===== config.mk =====
export PLATFORM = sky130hd
export DESIGN_NAME = apb_cmd_master
export DESIGN_NICKNAME = d
export VERILOG_FILES = /design/src/rtl/apb_pkg.sv /design/src/rtl/apb_wait_timer.sv /design/src/rtl/apb_cmd_master.sv
export SDC_FILE = /design/constraint.sdc
export NUM_CORES = 1
export LEC_CHECK = 0
export BUFFER_PORTS_ARGS = -buffer_cell sky130_fd_sc_hd__buf_4
export CAP_MARGIN = 20
export CORE_UTILIZATION = 50
export CTS_CLUSTER_DIAMETER = 120
export DETAILED_ROUTE_END_ITERATION = 8
export PLACE_DENSITY = 0.85
export SLEW_MARGIN = 20
export SYNTH_ARGS = -nofsm -noshare
export SYNTH_HDL_FRONTEND = slang
export SYNTH_SLANG_ARGS = --single-unit

===== constraint.sdc =====
create_clock -name Pclk -period 5.5 [get_ports Pclk]
set_clock_uncertainty 0.05 [all_clocks]
set_input_delay 0.55 -clock Pclk [delete_from_list [all_inputs] [get_ports Pclk]]
set_output_delay 0.55 -clock Pclk [all_outputs]
set_load 0.02 [all_outputs]

===== src/rtl/apb_pkg.sv =====
// Shared APB definitions: FSM state encoding and default bus widths.
// Used by both the command master and the APB memory slave.
package apb_pkg;

  localparam int APB_ADDR_W = 32;
  localparam int APB_DATA_W = 32;

  localparam logic [1:0] ST_IDLE   = 2'b00;
  localparam logic [1:0] ST_SETUP  = 2'b01;
  localparam logic [1:0] ST_ACCESS = 2'b10;

  typedef enum logic [1:0] {
    IDLE   = ST_IDLE,
    SETUP  = ST_SETUP,
    ACCESS = ST_ACCESS
  } apb_state_e;

  // Counter width able to hold 0..limit; at least one bit so a disabled
  // timer still elaborates.
  function automatic int cnt_width(input int limit);
    return (limit > 0) ? $clog2(limit + 1) : 1;
  endfunction

endpackage


===== src/rtl/apb_wait_timer.sv =====
// ACCESS-phase wait counter: cleared on entry to ACCESS, incremented per
// wait cycle, flags the last allowed wait cycle.
module apb_wait_timer
  import apb_pkg::*;
#(
  parameter int TIMEOUT_CYC = 16
) (
  input  logic Pclk,
  input  logic Prst,
  input  logic clr,
  input  logic inc,
  output logic expired
);

  localparam int CNT_W = cnt_width(TIMEOUT_CYC);

  logic [CNT_W-1:0] count_q, count_d;

  always_comb begin
    count_d = count_q;
    if (clr) begin
      count_d = '0;
    end else if (inc) begin
      count_d = count_q + CNT_W'(1);
    end
  end

  always_ff @(posedge Pclk or negedge Prst) begin
    if (!Prst) begin
      count_q <= '0;
    end else begin
      count_q <= count_d;
    end
  end

  // A limit of zero disables the abort path entirely.
  generate
    if (TIMEOUT_CYC == 0) begin : g_no_timeout
      assign expired = 1'b0;
    end else begin : g_timeout
      localparam logic [CNT_W-1:0] LIMIT = CNT_W'(TIMEOUT_CYC - 1);
      assign expired = (count_q == LIMIT);
    end
  endgenerate

endmodule


===== src/rtl/apb_cmd_master.sv =====
// APB requester: turns one valid/ready command into one APB transfer and
// reports completion, slave error or timeout as a single-cycle response.
//
// state  | meaning
// IDLE   | bus idle, cmd_ready high, response pulse lands here
// SETUP  | Pselx=1, Penable=0 for exactly one cycle
// ACCESS | Pselx=1, Penable=1, waiting on Pready or the wait timer
module apb_cmd_master
  import apb_pkg::*;
#(
  parameter int ADDR_W      = APB_ADDR_W,
  parameter int DATA_W      = APB_DATA_W,
  parameter int TIMEOUT_CYC = 16
) (
  input  logic              Pclk,
  input  logic              Prst,
  input  logic              cmd_valid,
  output logic              cmd_ready,
  input  logic              cmd_write,
  input  logic [ADDR_W-1:0] cmd_addr,
  input  logic [DATA_W-1:0] cmd_wdata,
  output logic              rsp_valid,
  output logic [DATA_W-1:0] rsp_rdata,
  output logic              rsp_err,
  output logic              rsp_timeout,
  output logic [ADDR_W-1:0] Paddr,
  output logic              Pselx,
  output logic              Penable,
  output logic              Pwrite,
  output logic [DATA_W-1:0] Pwdata,
  input  logic              Pready,
  input  logic              Pslverr,
  input  logic [DATA_W-1:0] Prdata
);

  apb_state_e        state_q, state_d;
  logic [ADDR_W-1:0] paddr_q, paddr_d;
  logic              pwrite_q, pwrite_d;
  logic [DATA_W-1:0] pwdata_q, pwdata_d;
  logic              psel_q, psel_d;
  logic              penable_q, penable_d;
  logic              rsp_valid_q, rsp_valid_d;
  logic [DATA_W-1:0] rsp_rdata_q, rsp_rdata_d;
  logic              rsp_err_q, rsp_err_d;
  logic              rsp_timeout_q, rsp_timeout_d;

  logic timer_clr;
  logic timer_inc;
  logic timer_expired;

  apb_wait_timer #(
    .TIMEOUT_CYC (TIMEOUT_CYC)
  ) u_wait_timer (
    .Pclk    (Pclk),
    .Prst    (Prst),
    .clr     (timer_clr),
    .inc     (timer_inc),
    .expired (timer_expired)
  );

  assign cmd_ready = (state_q == IDLE);

  always_comb begin
    state_d       = state_q;
    paddr_d       = paddr_q;
    pwrite_d      = pwrite_q;
    pwdata_d      = pwdata_q;
    psel_d        = psel_q;
    penable_d     = penable_q;
    rsp_valid_d   = 1'b0;
    rsp_rdata_d   = rsp_rdata_q;
    rsp_err_d     = rsp_err_q;
    rsp_timeout_d = rsp_timeout_q;
    timer_clr     = 1'b0;
    timer_inc     = 1'b0;

    unique case (state_q)
      IDLE: begin
        if (cmd_valid && cmd_ready) begin
          paddr_d   = cmd_addr;
          pwrite_d  = cmd_write;
          pwdata_d  = cmd_wdata;
          psel_d    = 1'b1;
          penable_d = 1'b0;
          state_d   = SETUP;
        end
      end

      SETUP: begin
        penable_d = 1'b1;
        timer_clr = 1'b1;
        state_d   = ACCESS;
      end

      ACCESS: begin
        // Pready wins over the timer on the limit cycle.
        if (Pready) begin
          rsp_valid_d   = 1'b1;
          rsp_rdata_d   = pwrite_q ? '0 : Prdata;
          rsp_err_d     = Pslverr;
          rsp_timeout_d = 1'b0;
          psel_d        = 1'b0;
          penable_d     = 1'b0;
          state_d       = IDLE;
        end else if (timer_expired) begin
          rsp_valid_d   = 1'b1;
          rsp_rdata_d   = '0;
          rsp_err_d     = 1'b1;
          rsp_timeout_d = 1'b1;
          psel_d        = 1'b0;
          penable_d     = 1'b0;
          state_d       = IDLE;
        end else begin
          timer_inc = 1'b1;
        end
      end

      default: begin
        psel_d    = 1'b0;
        penable_d = 1'b0;
        state_d   = IDLE;
      end
    endcase
  end

  always_ff @(posedge Pclk or negedge Prst) begin
    if (!Prst) begin
      state_q       <= IDLE;
      paddr_q       <= '0;
      pwrite_q      <= 1'b0;
      pwdata_q      <= '0;
      psel_q        <= 1'b0;
      penable_q     <= 1'b0;
      rsp_valid_q   <= 1'b0;
      rsp_rdata_q   <= '0;
      rsp_err_q     <= 1'b0;
      rsp_timeout_q <= 1'b0;
    end else begin
      state_q       <= state_d;
      paddr_q       <= paddr_d;
      pwrite_q      <= pwrite_d;
      pwdata_q      <= pwdata_d;
      psel_q        <= psel_d;
      penable_q     <= penable_d;
      rsp_valid_q   <= rsp_valid_d;
      rsp_rdata_q   <= rsp_rdata_d;
      rsp_err_q     <= rsp_err_d;
      rsp_timeout_q <= rsp_timeout_d;
    end
  end

  assign Paddr       = paddr_q;
  assign Pwrite      = pwrite_q;
  assign Pwdata      = pwdata_q;
  assign Pselx       = psel_q;
  assign Penable     = penable_q;
  assign rsp_valid   = rsp_valid_q;
  assign rsp_rdata   = rsp_rdata_q;
  assign rsp_err     = rsp_err_q;
  assign rsp_timeout = rsp_timeout_q;

endmodule

---- After elaboration in Yosys (flattened, before gate mapping) ----
Index checks and enable logic that the tools add are counted.
cells by class
  add/subtract/negate cells ............... 1
  multiply operators ...................... 0
  divide/modulo/power cells ............... 0
  $lt $le $gt $ge ......................... 0
  equal/unequal tests ..................... 5
  shift-type cells ........................ 0
  mux-type cells .......................... 25
  bitwise gates (word level) .............. 1
  reduce and logical (&&, ||, !) cells .... 8
operators with widths
  cell                                                                     number
  32-bit 2-to-1 mux                                                        3
  1-bit 2-to-1 mux                                                         14
  5-bit 2-to-1 mux                                                         2
  2-bit 2-to-1 mux                                                         3
  1-bit case mux with 3 select lines                                       2
  2-bit case mux with 3 select lines                                       1
  2-bit AND reduction                                                      3
  5-bit by 1-bit adder with 5-bit output, second input constant            1
  5-bit by 4-bit == test with 1-bit output, second input constant          1
  2-bit nonzero test                                                       2
  3-bit inequality test, second input constant                             1
  3-bit AND reduction                                                      1
  2-bit by 1-bit == test with 1-bit output, second input constant          1
  2-bit == test, second input constant                                     1
  2-bit zero test                                                          1
  2-bit by 1-bit inequality test with 1-bit output, second input constant  1
  1-bit logical AND                                                        1
  1-bit inverter                                                           1
word-level totals
  register bits ........................... 109
  latch bits .............................. 0
  bits in writable memories ............... 0
  bits in read-only memories .............. 0
  bits of input ports ..................... 102
  output and inout bits ................... 103
  word-level logic and storage cells ...... 51
  memories ................................ 0

---- Depth between registers and ports, before layout ----
  depth in word-level cells ............... 6
  mapped depth ............................ 8
  gate-level depth less buffers ........... 7

---- Hierarchy ----
A second synthesis with hierarchy kept.
unflattened totals
  cell total of the unflattened synthesis .. 325
  area, all modules ....................... 4235.3 sq um
modules (own cells, without submodules)
  module          times used  cells an instance  area each (sq um)  seq. area each (sq um)
  apb_cmd_master  1           302                3965.1             2577.5
  apb_wait_timer  1           23                 270.3              125.1

---- Least setup slack after synthesis ----
OpenSTA, ideal clock, no wires.
  kind .................................... reg-to-reg
  from .................................... register u_wait_timer.count_q[0]
  to ...................................... register u_wait_timer.count_q[3]
  library setup time ...................... 126 ps
  data arrival time ....................... 1854 ps
  required time ........................... 5324 ps
  path slack .............................. 3469 ps
  stages on the path, launching flop included .. 8
  path buffers ............................ 1
  clock period less this slack ............ 2031 ps
  cells stage by stage .................... dfrtp_1 > ha_1 > and3_1 > ha_1 > or2_1 > clkbuf_2 > o311a_1 > a311o_1
between the ends
  cells in the longest elaborated chain, start to end .. 5
  elaborated cells between the ends (all ways) .. 8
  classes of those cells .................. 1 x add/sub; 1 x eq/ne; 5 x mux; 1 x reduce/logical
ends and longest elaborated chain
  element                                                                                         line                  RTL
  start: declaration                                                                              apb_wait_timer.sv:17  logic [CNT_W-1:0] count_q, count_d;
  start signal: assignment                                                                        apb_wait_timer.sv:32  count_q <= count_d;
  parallel branches: the longest is 5 deep, another holds 5-bit by 1-bit adder with 5-bit output  -
Parallel ways; which one is timed is not known. The select of a mux whose other input is x is not followed.
A chain may end at the register's enable or synchronous reset.

---- Final worst setup path ----
  from .................................... register u_wait_timer.count_q[0]
  to ...................................... register rsp_err_q, in the netlist rsp_err
between the ends
  cells in the longest elaborated chain, start to end .. 3
ends and longest elaborated chain
  element                                   line                   RTL
  5-bit by 4-bit == test with 1-bit output  apb_wait_timer.sv:42   assign expired = (count_q == LIMIT);
  2-bit nonzero test (no source line)       -
  2-bit AND reduction (no source line)      -
  end signal: assignment                    apb_cmd_master.sv:147  rsp_err_q <= rsp_err_d;
  end: declaration                          apb_cmd_master.sv:44   logic rsp_err_q, rsp_err_d;
No other way between the ends.

==> metrics <==
maximum clock frequency=0.389 GHz; All-Layer GR Usage=0.226; non-filler cells in the finished layout=642; global route overflow=0; initial antenna violation count=0; Die ar.=9010 µm²; Yosys warning total=0; vias in the first global route=3192; 1st-iter DRT viols=100; RSZ-0062 raised after global routing=false; number of H-tree levels=3; Worst setup EP type=register; # nets final=637; min cycle time layout=2.57 ns; largest fanout on the critical path=33; Worst setup SP type=register; chip width=94.9 µm; max-slew violations=0; first-pass GRT wire length=15500 µm; Tcrit/Tclk final=0.468; Hold Crit Class=in2async; Port Buffers=204; diode count=0; Seq cells post-synth=109; Via density=5.16; DRC errors left=0; DP Area=5880 µm²; num ports=205; Gate Count Post-Synth=339; HPWL Detailed=7390 µm; # Max-Cap Violations=0; post-route cell area=6050 µm²; commonest non-fill, non-tap cell in the layout=buf_4; Power, Total=3.57 mW; clock-pin slew on the worst setup and hold paths=0.09 ns; Netlist cell types=33; clk sinks=109; Mapped Area=4320 µm²; GPL Wtd Cong=0.741; commonest non-fill, non-tap cells in the layout=206 x buf_4, 109 x dfrtp_1, 64 x o21ai_0, 56 x mux2_2, 37 x nand2_1; Setup WS post-layout=2.93 ns; die height=94.9 µm; post-CTS setup buffer count=0; TritonCTS clock tree=yes; # placed instances=627; WL final=10200 µm; worst hold slack=0.158 ns; slowest CP cell=nand2_1; Resized cells post-CTS=0; largest net degree at the start of global routing=60; Crit path required time=5.70 ns; worst skew pair latency=0.36 ns; Filler cells=574; core footprint=8300 µm²; Row Count=33; crit path cell chain=ha_1 > and3_1 > ha_1 > or2_1 > nand2_1 > inv_1 > o22a_1; worst vdd ir=0.279 mV; CP peak stage delay=0.66 ns; routed length per instance=15.9 µm; data arrival time of the worst path=2.77 ns; status=finished, final reports clean; power per cell area=590 nW/µm²; CP most frequent cell=ha_1; Setup TNS=0 ns; via count=3313; share of layout cells above drive strength 1=0.518; Routed Antenna Nets=0; Max-slew headroom=0.419; Num CTS Buffers=9; hold buffer count at cts=0; drt pass-1 iters=4; Setup-failing EPs final=0; Core Util, Final=0.729; pre-CTS WS=2.80 ns; Area Overhead vs Synth=40.0%; Tightest Pin Transition=0.869 ns; WS Path Type=reg2reg; initial core utilization=0.520; Leakage=2.89 nW; Final Hold Fails=0; Synth Net Count=443; register area share after synthesis=0.632; Synth Area per Inst=12.7 µm²; CTS Buffer Depth=2; root buffer cell=clkbuf_8
[sequential cells by signal, summed over array words and instances, names as in the netlist, 2 cells and up]
signal / flops
Paddr: 32
state_q: 2
Pwdata: 32
u_wait_timer.count_q: 5
rsp_rdata: 32
[critical path: cells and delay by family (launching register included)]
kind                     cells  cell delay (ns)
adder cells (fa/ha/maj)      2             0.50
buffers and inverters        1             0.13
AO/OA/AOI/OAI                1             0.23
AND/OR/NAND/NOR              3             1.12
flip-flops                   1             0.44
[power breakdown]
group | switching, mW | internal (mW)
clock network | 0.251 | 0.164
registers | 0.238 | 1.18
logic | 0.926 | 0.804
total | 1.42 | 2.15
[synthesized netlist by cell type]
library cell	number	share of area
o21ai_0	64	0.074
nor4_1	2	0.0029
ha_1	2	0.0058
inv_1	6	0.0052
buf_4	1	0.0017
nand2_1	37	0.032
nor3_2	1	0.0023
buf_6	4	0.010
a21oi_1	5	0.0058
nor2b_1	1	0.0014
o2bb2ai_1	3	0.0061
mux2_2	56	0.15
o311a_1	1	0.0023
and3_1	1	0.0014
clkbuf_2	3	0.0035
and2b_1	1	0.0017
a31oi_1	1	0.0014
mux2_1	9	0.023
o31ai_1	1	0.0017
a311o_1	1	0.0023
buf_2	6	0.0070
nand2b_1	1	0.0014
o21ai_1	2	0.0023
nand3_1	3	0.0035
or2_1	1	0.0014
dfrtp_1	109	0.63
a22oi_1	1	0.0017
and2_1	1	0.0014
o22a_1	1	0.0020
o311ai_0	2	0.0041
clkbuf_1	9	0.0078
nor2_1	2	0.0017
a22o_1	1	0.0020
[worst paths after layout]
path,start,to,depth (start not counted),slack [ns]
max,u_wait_timer.count_q[0]$_DFFE_PN0P_,rsp_err$_DFFE_PN0P_,7,2.93
min,Prst,Pwdata[10]$_DFFE_PN0P_,1,0.16
max reg2reg,u_wait_timer.count_q[0]$_DFFE_PN0P_,rsp_err$_DFFE_PN0P_,7,2.93
min reg2reg,Pwdata[9]$_DFFE_PN0P_,Pwdata[9]$_DFFE_PN0P_,1,0.45
max in group asynchronous,Prst,Pwdata[24]$_DFFE_PN0P_,2,4.07
min in group Pclk,Pslverr,rsp_err$_DFFE_PN0P_,2,0.35
[routing by layer]
layer,part of all wire,wire [µm],GRT usage
met3,0.085,863,0.0660
met2,0.50,5100,0.385
met1,0.40,4080,0.276
met5,0,0,0
met4,0.014,139,0.0707
[logic make-up (layout without fill, tap and decap cells)]
family | Yosys count | in the layout | share of synthesized area
compound gates | 83 | 83 | 0.106
fa+ha+maj | 2 | 2 | 0.00579
buf+inv | 29 | 227 | 0.0356
flops | 109 | 109 | 0.632
mux | 65 | 65 | 0.169
simple gates | 51 | 51 | 0.0516
[layout make-up]
class	count	area (µm²)	area share
inverters	6	22.5	0.00372
clock inverters	3	23.8	0.00393
clock buffers	12	135	0.0223
flip-flops and latches	109	2730	0.451
multi-input cells	201	1460	0.242
repair buffers	206	1550	0.256
well taps	105	131	0.0217
Note: power is estimated with default switching activity, not from simulation.
